===== src/rtl/soc_ahb_pkg.sv =====
// Shared AHB encodings, timer register map and bus FSM states for the ahb_timer slave.
package soc_ahb_pkg;

  localparam logic [1:0] HTRANS_IDLE   = 2'b00;
  localparam logic [1:0] HTRANS_BUSY   = 2'b01;
  localparam logic [1:0] HTRANS_NONSEQ = 2'b10;
  localparam logic [1:0] HTRANS_SEQ    = 2'b11;

  localparam logic [1:0] HRESP_OKAY  = 2'b00;
  localparam logic [1:0] HRESP_ERROR = 2'b01;

  localparam logic [2:0] HSIZE_WORD = 3'b010;

  typedef enum logic [1:0] {
    TMR_CTRL   = 2'd0,
    TMR_LOAD   = 2'd1,
    TMR_VALUE  = 2'd2,
    TMR_STATUS = 2'd3
  } tmr_reg_e;

  localparam int CTRL_EN        = 0;
  localparam int CTRL_PERIODIC  = 1;
  localparam int CTRL_IE        = 2;
  localparam int CTRL_PRESC_LSB = 8;
  localparam int STATUS_IF      = 0;

  typedef enum logic [2:0] {
    ST_IDLE,
    ST_WDATA,
    ST_RWAIT,
    ST_RDATA,
    ST_ERR1,
    ST_ERR2
  } ahb_st_e;

  // Next state for a slot that may start a new transfer.
  function automatic ahb_st_e branch_st(input logic acc, input logic wr, input logic [2:0] size);
    if (!acc)               return ST_IDLE;
    if (size != HSIZE_WORD) return ST_ERR1;
    return wr ? ST_WDATA : ST_RWAIT;
  endfunction

endpackage


===== src/rtl/timer_core.sv =====
// Timer datapath: optional prescaler, LOAD/VALUE down-counter, periodic reload or one-shot stop,
// interrupt flag with hardware set taking priority over software clear.
module timer_core #(
  parameter int CNT_WIDTH   = 32,
  parameter int PRESC_WIDTH = 8
) (
  input  logic                   gclk,
  input  logic                   grst_n,
  input  logic                   en,
  input  logic                   periodic,
  input  logic [PRESC_WIDTH-1:0] presc,
  input  logic                   load_wr,
  input  logic [CNT_WIDTH-1:0]   load_val,
  input  logic                   if_clr,
  output logic [CNT_WIDTH-1:0]   load_q,
  output logic [CNT_WIDTH-1:0]   value_q,
  output logic                   if_q,
  output logic                   en_clr
);

  logic [PRESC_WIDTH-1:0] pcnt;
  logic                   tick;
  logic                   expire;

  // With presc tied to zero the prescaler degenerates to a tick every enabled cycle.
  assign tick   = en && (pcnt == presc);
  assign expire = tick && !load_wr && (value_q == '0);
  assign en_clr = expire && !periodic;

  always_ff @(posedge gclk or negedge grst_n) begin
    if (!grst_n)              pcnt <= '0;
    else if (!en || load_wr)  pcnt <= '0;
    else if (tick)            pcnt <= '0;
    else                      pcnt <= pcnt + 1'b1;
  end

  always_ff @(posedge gclk or negedge grst_n) begin
    if (!grst_n) begin
      load_q  <= '0;
      value_q <= '0;
    end else if (load_wr) begin
      load_q  <= load_val;
      value_q <= load_val;
    end else if (tick) begin
      if (value_q != '0) value_q <= value_q - 1'b1;
      else if (periodic) value_q <= load_q;
    end
  end

  always_ff @(posedge gclk or negedge grst_n) begin
    if (!grst_n)     if_q <= 1'b0;
    else if (expire) if_q <= 1'b1;
    else if (if_clr) if_q <= 1'b0;
  end

endmodule


===== src/rtl/ahb_timer.sv =====
// AHB slave wrapper for the down-counting timer: bus FSM, register file, read mux, irq.
// Optional prescaler in CTRL[15:8] is built only when TIMER_PRESCALE_EN is defined.
module ahb_timer
  import soc_ahb_pkg::*;
#(
  parameter int CNT_WIDTH   = 32,
  parameter int PRESC_WIDTH = 8
) (
  input  logic        HCLK,
  input  logic        HRESETn,
  input  logic        HSEL,
  input  logic [1:0]  HTRANS,
  input  logic        HWRITE,
  input  logic [2:0]  HSIZE,
  input  logic [2:0]  HBURST,
  input  logic [31:0] HADDR,
  input  logic [31:0] HWDATA,
  input  logic        HREADY_IN,
  output logic        HREADY,
  output logic [1:0]  HRESP,
  output logic [15:0] HSPLIT,
  output logic [31:0] HRDATA,
  output logic        irq
);

  ahb_st_e                st, st_nxt;
  tmr_reg_e               addr_q;
  logic                   acc, can_acc, wr_en, load_wr, if_clr, en_clr;
  logic                   en_q, periodic_q, ie_q, if_q;
  logic [PRESC_WIDTH-1:0] presc_q;
  logic [CNT_WIDTH-1:0]   load_q, value_q;
  logic [31:0]            rd_mux;
  logic                   unused;

  assign unused  = ^{HBURST, HADDR[31:4], HADDR[1:0], HTRANS[0]};
  assign HSPLIT  = '0;
  assign acc     = HSEL && HTRANS[1] && HREADY_IN;
  assign can_acc = (st != ST_RWAIT) && (st != ST_ERR1);

  always_ff @(posedge HCLK or negedge HRESETn) begin
    if (!HRESETn) st <= ST_IDLE;
    else          st <= st_nxt;
  end

  always_comb begin
    st_nxt = ST_IDLE;
    case (st)
      ST_RWAIT: st_nxt = ST_RDATA;
      ST_ERR1:  st_nxt = ST_ERR2;
      default:  st_nxt = branch_st(acc, HWRITE, HSIZE);
    endcase
  end

  always_comb begin
    HREADY = 1'b1;
    HRESP  = HRESP_OKAY;
    case (st)
      ST_RWAIT: HREADY = 1'b0;
      ST_ERR1: begin
        HREADY = 1'b0;
        HRESP  = HRESP_ERROR;
      end
      ST_ERR2:  HRESP  = HRESP_ERROR;
      default: ;
    endcase
  end

  always_ff @(posedge HCLK or negedge HRESETn) begin
    if (!HRESETn)            addr_q <= TMR_CTRL;
    else if (acc && can_acc) addr_q <= tmr_reg_e'(HADDR[3:2]);
  end

  assign wr_en   = (st == ST_WDATA);
  assign load_wr = wr_en && (addr_q == TMR_LOAD);
  assign if_clr  = wr_en && (addr_q == TMR_STATUS) && HWDATA[STATUS_IF];

  // A CTRL write in the same cycle as a one-shot expiry keeps the written EN.
  always_ff @(posedge HCLK or negedge HRESETn) begin
    if (!HRESETn) begin
      en_q       <= 1'b0;
      periodic_q <= 1'b0;
      ie_q       <= 1'b0;
    end else if (wr_en && addr_q == TMR_CTRL) begin
      en_q       <= HWDATA[CTRL_EN];
      periodic_q <= HWDATA[CTRL_PERIODIC];
      ie_q       <= HWDATA[CTRL_IE];
    end else if (en_clr) begin
      en_q       <= 1'b0;
    end
  end

`ifdef TIMER_PRESCALE_EN
  always_ff @(posedge HCLK or negedge HRESETn) begin
    if (!HRESETn)                           presc_q <= '0;
    else if (wr_en && addr_q == TMR_CTRL)   presc_q <= HWDATA[CTRL_PRESC_LSB +: PRESC_WIDTH];
  end
`else
  assign presc_q = '0;
`endif

  timer_core #(
    .CNT_WIDTH   (CNT_WIDTH),
    .PRESC_WIDTH (PRESC_WIDTH)
  ) u_core (
    .gclk     (HCLK),
    .grst_n   (HRESETn),
    .en       (en_q),
    .periodic (periodic_q),
    .presc    (presc_q),
    .load_wr  (load_wr),
    .load_val (HWDATA[CNT_WIDTH-1:0]),
    .if_clr   (if_clr),
    .load_q   (load_q),
    .value_q  (value_q),
    .if_q     (if_q),
    .en_clr   (en_clr)
  );

  always_comb begin
    rd_mux = '0;
    case (addr_q)
      TMR_CTRL: begin
        rd_mux[CTRL_EN]       = en_q;
        rd_mux[CTRL_PERIODIC] = periodic_q;
        rd_mux[CTRL_IE]       = ie_q;
`ifdef TIMER_PRESCALE_EN
        rd_mux[CTRL_PRESC_LSB +: PRESC_WIDTH] = presc_q;
`endif
      end
      TMR_LOAD:   rd_mux[CNT_WIDTH-1:0] = load_q;
      TMR_VALUE:  rd_mux[CNT_WIDTH-1:0] = value_q;
      TMR_STATUS: rd_mux[STATUS_IF]     = if_q;
      default: ;
    endcase
  end

  // Read data is captured during the wait state and held until the next read.
  always_ff @(posedge HCLK or negedge HRESETn) begin
    if (!HRESETn)            HRDATA <= '0;
    else if (st == ST_RWAIT) HRDATA <= rd_mux;
  end

  assign irq = if_q && ie_q;

endmodule


===== config.mk =====
export PLATFORM = sky130hd
export DESIGN_NAME = ahb_timer
export DESIGN_NICKNAME = d
export VERILOG_FILES = /design/src/rtl/soc_ahb_pkg.sv /design/src/rtl/timer_core.sv /design/src/rtl/ahb_timer.sv
export SDC_FILE = /design/constraint.sdc
export NUM_CORES = 1
export LEC_CHECK = 0
export CAP_MARGIN = 20
export CORE_ASPECT_RATIO = 1.5
export CORE_MARGIN = 2
export CORE_UTILIZATION = 52
export CTS_CLUSTER_SIZE = 25
export DETAILED_ROUTE_END_ITERATION = 12
export PLACE_DENSITY = 0.86
export SYNTH_ARGS = -nofsm -noshare
export SYNTH_HDL_FRONTEND = slang
export SYNTH_SLANG_ARGS = --single-unit

===== constraint.sdc =====
create_clock -name HCLK -period 2.7 [get_ports HCLK]
set_input_delay 0.54 -clock HCLK [delete_from_list [all_inputs] [get_ports HCLK]]
set_output_delay 0.54 -clock HCLK [all_outputs]
set_load 0.1 [all_outputs]

Yosys cells after proc, flatten, opt, wreduce, memory -nomap -nowiden:

Index checks and enable logic that the tools add are counted.
W data, S select, Z words.

* add/subtract/negate cells: 2
* multiply operators: 0
* div/mod/pow operators: 0
* order comparisons: 0
* equal/unequal tests: 10
* shift operators: 0
* multiplexer cells: 26
* bitwise logic cells: 0
* reductions and logical operators: 28

Operators by type and width (count)
* $mux W32: 4
* $pmux W29 S2: 1
* $logic_not A32 Y1: 1
* $reduce_bool A32 Y1: 1
* $sub A32 B1 Y32 const B: 1
* $mux W8: 2
* $logic_and A1 B1 Y1: 13
* $mux W3: 4
* $mux W1: 11
* $add A8 B1 Y8 const B: 1
* $logic_not A8 Y1: 1
* $eq A3 B3 Y1 const B: 2
* $ne A3 B2 Y1 const B: 2
* $pmux W2 S3: 1
* $pmux W3 S2: 1
* $reduce_bool A2 Y1: 3
* $eq A2 B2 Y1 const B: 2
* $pmux W1 S4: 1
* $reduce_or A2 Y1: 2
* $eq A3 B1 Y1 const B: 1
* $eq A3 B2 Y1 const B: 1
* $logic_not A1 Y1: 3
* $ne A3 B3 Y1 const B: 1
* $reduce_bool A3 Y1: 1
* 5 further kinds: 5

* register bits: 113
* bits in latches: 0
* RAM bits: 0
* memory bits (read-only): 0
* input port bits: 77
* output and inout bits: 52
* word-level logic and storage cells: 76
* memories kept: 0

Logic depth before layout (Yosys ltp):

Gate-level depths: netlist of the first run.

* word-level depth: 9
* mapped depth: 10
* mapped depth without buffers: 8

Modules after synthesis:

Synthesis of the first run repeated with hierarchy kept, for this count alone.

* cells, all modules: 686
* area, all modules: 6357.3 um^2

Modules (own cells, without submodules)
* timer_core: instances 1, cells each 478, area an instance 4195.3 um^2, seq. area each 1826.8 um^2
* ahb_timer: instances 1, cells each 208, area an instance 2162.1 um^2, seq. area each 1001.0 um^2

Worst setup path before layout of the first run:

Ideal clock, no wire load.

* path type: reg2reg
* start: register st[1]
* end: register addr_q[0]
* setup time: 125 ps
* arrival time: 4364 ps
* data required time: 2575 ps
* path slack: -1789 ps
* stages on the path, launching flop included: 5
* path buffers: 0
* period minus slack after synthesis: 4489 ps
* cells stage by stage: dfrtp_1 -> nor2b_1 -> o21ai_0 -> nand2_1 -> mux2_2

* cells in the longest elaborated chain, start to end: 3
* elaborated cells on any way between the ends: 4
* classes of those cells: eq/ne: 2; reduce/logical: 2

Ends and longest elaborated chain
* start, declared: line ahb_timer.sv:26 `ahb_st_e st, st_nxt;`
* start signal, assigned: line ahb_timer.sv:42 `else st <= st_nxt;`
* $ne A3 B2 Y1 or $ne A3 B3 Y1 (tied branches): line ahb_timer.sv:38 `assign can_acc = (st != ST_RWAIT) && (st != ST_ERR1);`
* $logic_and A1 B1 Y1 (*): line ahb_timer.sv:38
* $logic_and A1 B1 Y1 (*): line ahb_timer.sv:70 `else if (acc && can_acc) addr_q <= tmr_reg_e'(HADDR[3:2]);`
* end signal, assigned: line ahb_timer.sv:70
* end, declared: line ahb_timer.sv:27 `tmr_reg_e addr_q;`

Mark *: on every way between the ends. The rest lies on a longest branch, timed or not.
A chain may end at the register's enable or synchronous reset.

Worst setup path after layout of the first run:

* start: register u_core.value_q[5]
* end: register u_core.value_q[7]

* cells in the longest elaborated chain, start to end: 4
* elaborated cells on any way between the ends: 7
* classes of those cells: add/sub: 1; mux: 3; reduce/logical: 3

Ends and longest elaborated chain
* start, declared: line timer_core.sv:16 `output logic [CNT_WIDTH-1:0] value_q,`
* start signal, assigned: line timer_core.sv:43 `value_q <= load_val;`
* start signal, assigned: line timer_core.sv:45 `if (value_q != '0) value_q <= value_q - 1'b1;`
* start signal, assigned: line timer_core.sv:46 `else if (periodic) value_q <= load_q;`
* $sub A32 B1 Y32 or $reduce_bool A32 Y1 (tied branches): line timer_core.sv:45
* $mux W32: line timer_core.sv:45
* $mux W32: line timer_core.sv:44 `end else if (tick) begin`
* $mux W32: line timer_core.sv:41 `end else if (load_wr) begin`

Several ways; a longest one is shown, not always the timed one. The select of a mux whose other input is x is not followed.

==> results of run 1 <==
-- synth_stat cells, drive strengths merged (6+ instances only) --
cell and count:
clkbuf 30, a22oi 29, ha 10, a21oi 9
o21ai 51, inv 15, nand3 16, nor4 12
nor2 76, dfrtp 113, nand2 128, a31oi 11
or3 10, buf 37, a22o 32, and3 6
nor3 13, o211ai 6, xor2 9, or4 8
a211oi 11
-- layout make-up --
class	count	area, um2
clock inverter	4	50.0
fill	902	3930
clock buffer	25	515
timing repair buffer	128	1120
multi-input combinational	531	3140
tap	153	191
inverter	15	56.3
sequential	113	2830
-- layer usage --
metal	up-vias	wire length (um)	GRT usage, %
met5	-	0	0
met4	0	932	16.2
met3	89	1390	6.21
met2	362	9320	48.0
met1	2930	6980	36.1
li1	2720	-	-
-- repair_timing --
action,4_1_cts,5_1_grt
endpoints found under the hold margin,0,0
resized for setup,0,12
buffers inserted,0,4
setup endpoints to repair,0,23
-- through the flow --
stage | utilization [%] | instance area [um2] | hold WS [ns]
finish | 66.8 | 7900 | 0.0536
global route | 66.8 | 7900 | 0.0862
CTS | 66.1 | 7820 | 0.0674
detailed placement | 61.3 | 7250 | 0.473
global placement | 61.3 | 7250 | 0.469
floorplan | - | 6310 | 0.244
-- registers in the layout, indices dropped and copies added (netlist names) --
register / cells
u_core.value_q: 32
HRDATA: 32
ie_q: 1
u_core.if_q: 1
u_core.pcnt: 8
en_q: 1
st: 3
u_core.load_q: 32
periodic_q: 1
addr_q: 2
-- power breakdown --
part | switching (uW) | internal [uW]
Sequential | 675 | 2370
Combinational | 3130 | 1400
Clock | 763 | 1390
Total | 4570 | 5160
-- path summary, 6_finish.rpt --
kind,start,end,slack (ns),depth (start not counted)
worst min register to register,HRDATA[0],HRDATA[0],0.48,2
min in group HCLK,HRDATA[0],HRDATA[0],0.48,2
max in group asynchronous,HRESETn,u_core.value_q[9],1.98,2
worst max-delay path,u_core.value_q[5],u_core.value_q[7],0.04,6
worst min-delay path,HRESETn,u_core.load_q[28],0.05,1
worst max register to register,u_core.value_q[5],u_core.value_q[7],0.04,6
-- worst max-delay path, stage by stage, from the launching register on --
cell	delay (ns)
dfrtp_1	0.43
or4_1	0.61
or4_4	0.61
o31ai_4	0.35
buf_4	0.21
o21ai_0	0.11
a32o_1	0.22
-- cell families (layout without fill, tap and decap cells) --
kind of cell	after synthesis	count (layout)
and+or+nand+nor	302	302
AOI/OAI and AO/OA	187	187
DFF	113	113
buffers and inverters	82	172
xor gates and xnor gates	11	11
adders and majority gates	10	10
muxes	4	4
other	1	17
==> impl_metrics.toml, run 1 <==
[outcome]
status = "finished, final reports clean"

[die]
coreArea_um2 = 11800
die_w_um = 93.5
ioPinCount = 129
die_area_um2 = 12900
start_util_pct = 52.8
num_rows = 49
die_h_um = 138

[synth]
synthSimpleGateAreaFrac_pct = 22.8
synth_compound_area_share_pct = 21.3
synth.top_cell.area_share_pct = 45.3
yosys_warnings = 0
synth_top_family_by_area = "simple AND/OR/NAND/NOR gates"
synthMuxAreaShare_pct = 0.721
ys_ff_latch = 113
avgSynthCellArea_um2 = 8.80
ys_seq_area_share_pct = 45.3
yosys-top-cells-area = "dfrtp_1 45%, nand2_1 7.7%, nor2_1 4.5%, a22o_1 4.5%, a22oi_1 3.5%"
ys_types = 64
syn_inst = 710
synth_xor_area_share_pct = 1.54
synth_area_um2 = 6250
async_flop_share_pct = 100
synth_edf_count = 0
yosysTopAreaCell = "dfrtp_1"
ys.flop_type = "dfrtp_1"
synth_fa_ha_area_share_pct = 2.00

[sta]
setup_viol = 0
max_freq_mhz = 377
slew_headroom_pct = 53.1
fin_crit_ns = 2.66
setup_slack_ns = 0.0449
min_period_over_period_pct = 98.3
final.setup.tns_ns = 0
finalClockSkew_ns = 0.00533
worst_pin_slew_ns = 0.704
hold_viol_final = 0
drv_slew = 0

[detailed_routing]
drt_first_pass_iters = 6
first_iter_violations = 828
wirelength_um = 18600
viasPerCell = 6.30
drc = 0
vias = 6101
wl_per_cell_um = 19.2
final_antenna_net_count = 0

[finish]
final_common_cell = "nand2_1"
diodes = 0
fin_cells = 969
layout_common_cells = "126 x nand2_1, 113 x dfrtp_1, 81 x buf_4"
syn_to_final_growth_pct = 26.5
layout.nets = 893
drive_gt1_share_pct = 17.8

[place]
preCtsSetupSlack_ns = 0.0360
io_buffers = 77
dp_cells = 936
dpl.hpwl_um = 12900
gp_congestion = 0.954

[clocking]
postCtsHoldBufs = 0
cts_root_buffer = "clkbuf_16"
path_clk_slew_ns = 0.05
clock-sinks = 113
clock_latency_ns = 0.41
cts_htree_levels = 4
clock_path_buffers = 2
cts_tree = "built"
numCtsBuffers = 17

[worst_setup_path]
start_kind = "register"
critPathKind = "reg -> reg"
critPathMaxFanout = 5
cp.arrival_ns = 2.95
crit_required_ns = 3.00
crit_path_end_kind = "register"

[power]
power_density_nw_per_um2 = 1230
irDropWorstVdd_mv = 0.605
p_leak_uw = 0.00348
power.total_uw = 9720

[global_routing]
antenna_found_initial = 0
grt_max_degree = 66
overflow = 0
grt_first_pass_wirelength_um = 29900
track_usage_pct = 29.4
grt_pass1_vias = 5998

[min_path]
hold_class = "in -> async"

[job]
cap_violations = 0
Power figures use the tool's default switching activity.
==> run 2: changes to the inputs <==
--- a/config.mk
+++ b/config.mk
@@ -9,7 +9,6 @@
 export CORE_ASPECT_RATIO = 1.5
 export CORE_MARGIN = 2
 export CORE_UTILIZATION = 52
-export CTS_CLUSTER_SIZE = 25
 export DETAILED_ROUTE_END_ITERATION = 12
 export PLACE_DENSITY = 0.86
 export SYNTH_ARGS = -nofsm -noshare
==> results of run 2 <==
The final DEF is identical to that of run 1; final timing and power are the same.
==> run 3: changes to the inputs <==
--- a/config.mk
+++ b/config.mk
@@ -7,10 +7,10 @@
 export LEC_CHECK = 0
 export CAP_MARGIN = 20
 export CORE_ASPECT_RATIO = 1.5
-export CORE_MARGIN = 2
-export CORE_UTILIZATION = 52
+export CORE_MARGIN = 5
+export CORE_UTILIZATION = 34
 export DETAILED_ROUTE_END_ITERATION = 12
-export PLACE_DENSITY = 0.86
+export PLACE_DENSITY = 0.62
 export SYNTH_ARGS = -nofsm -noshare
 export SYNTH_HDL_FRONTEND = slang
 export SYNTH_SLANG_ARGS = --single-unit
==> impl_metrics.toml, run 3 (synthesis gave the netlist of run 1 again) <==
[outcome]
status = "finished, final reports clean"

[place]
io_buffers = 77
gp_congestion = 0.865
dpl.hpwl_um = 12900
dp_cells = 1004
post_dp_cell_area_um2 = 7400

[power]
p_seq_share_pct = 29.8
p_switching_uw = 4470
p_leak_uw = 0.00351
pwr-share-clk_pct = 24.5
power_density_nw_per_um2 = 1230
combPwrFrac_pct = 45.8
switching_share_pct = 45.2
power.internal_uw = 5410
irDropWorstVdd_mv = 0.424

[finish]
fin_util_pct = 44.7
final_area_um2 = 8050
nFillCells = 1778
layout_common_cells = "126 x nand2_1, 113 x dfrtp_1, 81 x buf_4"
layout.nets = 894
final_common_cell = "nand2_1"
top_regs = "HRDATA x32, u_core.load_q x32, u_core.value_q x32"
syn_to_final_growth_pct = 28.8
fin_cells = 1037
drive_gt1_share_pct = 17.1
diodes = 0

[global_routing]
grt_pass1_vias = 5928
overflow = 0
antenna_found_initial = 0
grt_max_degree = 61
track_usage_pct = 17.5
grt_first_pass_wirelength_um = 30100

[sta]
fin_crit_ns = 2.62
holdWs_ns = 0.0730
hold_viol_final = 0
final.setup.tns_ns = 0
finalClockSkew_ns = 0.00839
setup_viol = 0
rsz0062_at_grt = "yes"
max_freq_mhz = 381
min_period_over_period_pct = 97.1
drv_slew = 0

[detailed_routing]
wirelength_um = 18500
drc = 0
wl_per_cell_um = 17.8
viasPerCell = 5.54
vias = 5740
final_antenna_net_count = 0
first_iter_violations = 429
drt_first_pass_iters = 5

[worst_setup_path]
r2r_end = "u_core.value_q[30]"
start_kind = "register"
worst-r2r-setup-slack_ns = 0.08
crit_required_ns = 3.00
crit_path_end_kind = "register"
r2r.worst_path.cells = 7
cp.arrival_ns = 2.92
rr_startpoint = "u_core.value_q[18]"
critPathMaxFanout = 7
critPathKind = "reg -> reg"

[die]
die_w_um = 121
coreArea_um2 = 18000
die_area_um2 = 21200
die_h_um = 176
start_util_pct = 34.7
num_rows = 60
ioPinCount = 129

[clocking]
cts_root_buffer = "clkbuf_16"
postCtsHoldBufs = 0
clock_path_buffers = 2
cts_htree_levels = 4
numCtsBuffers = 17
clock-sinks = 113
cts_tree = "built"
clock_latency_ns = 0.41
path_clk_slew_ns = 0.06

[min_path]
hold_class = "in -> async"

[job]
cap_violations = 0
-- run 3: changes by cell type in the layout (fill, tap and decap cells not counted), moves of 2 or more --
| cell | before | now |
|---|---|---|
| and4_2 | 2 | 0 |
| inv_1 | 13 | 15 |
| buf_12 | 4 | 6 |
| bufinv_16 | 1 | 4 |
| inv_2 | 2 | 0 |
| and4_1 | 0 | 2 |
| clkbuf_8 | 6 | 3 |
-- run 3: metal layers --
metal,up-vias,part of all wire (%),track usage [%]
met5,-,0,0
met4,0,2.6,7.23
met3,30,3.6,2.76
met2,149,53,31.8
met1,2835,41,20.4
li1,2726,-,-
-- run 3: worst max-delay path by stage --
stage	startpoint	endpoint	slack (ns)	depth (start not counted)
after floorplan	st[1]	addr_q[0]	0.12	4
after global routing	u_core.value_q[18]	en_q	-0.04	7
after detailed placement	u_core.value_q[1]	u_core.value_q[1]	0.08	9
after global placement	u_core.value_q[18]	u_core.value_q[30]	0.12	7
final	u_core.value_q[18]	u_core.value_q[30]	0.08	7
after CTS	u_core.value_q[1]	u_core.value_q[1]	0.08	9
-- run 3: stage by stage --
step / total power, uW / setup slack [ns]
2_1_floorplan: 6010 / 0.116
3_3_place_gp: 7440 / 0.117
3_5_place_dp: 7480 / 0.0827
4_1_cts: 9940 / 0.0764
5_1_grt: 10400 / -0.0386
6_report: 9880 / 0.0774
-- run 3: critical path, stage by stage (launching register included) --
cell	delay, ns
dfrtp_1	0.40
or4_1	0.71
or3_1	0.47
nor2_2	0.22
a32o_1	0.27
buf_4	0.19
a31oi_1	0.05
o22a_1	0.20
-- run 3: cell type report --
class                           count  area, um2  share of cell area [%]
Multi-Input combinational cell    531       3110                    38.7
Inverter                           15       56.3                   0.700
Sequential cell                   113       2830                    35.1
Clock inverter                      9        154                    1.91
Timing Repair Buffer              129       1150                    14.3
Clock buffer                       23        478                    5.94
Tap cell                          217        272                    3.37
-- run 3: repair_timing --
action | in CTS | in global routing
gates resized for setup | 0 | 3
setup buffers | 0 | 1
endpoints found under the setup margin | 0 | 7
-- run 3: power groups by stage --
stage	Sequential, uW	Clock [uW]	Combinational (uW)
floorplan	3830	0	2180
global placement	2950	0	4480
detailed placement	2960	0	4520
CTS	2940	2460	4540
global route	3040	2530	4860
finish	2940	2420	4520
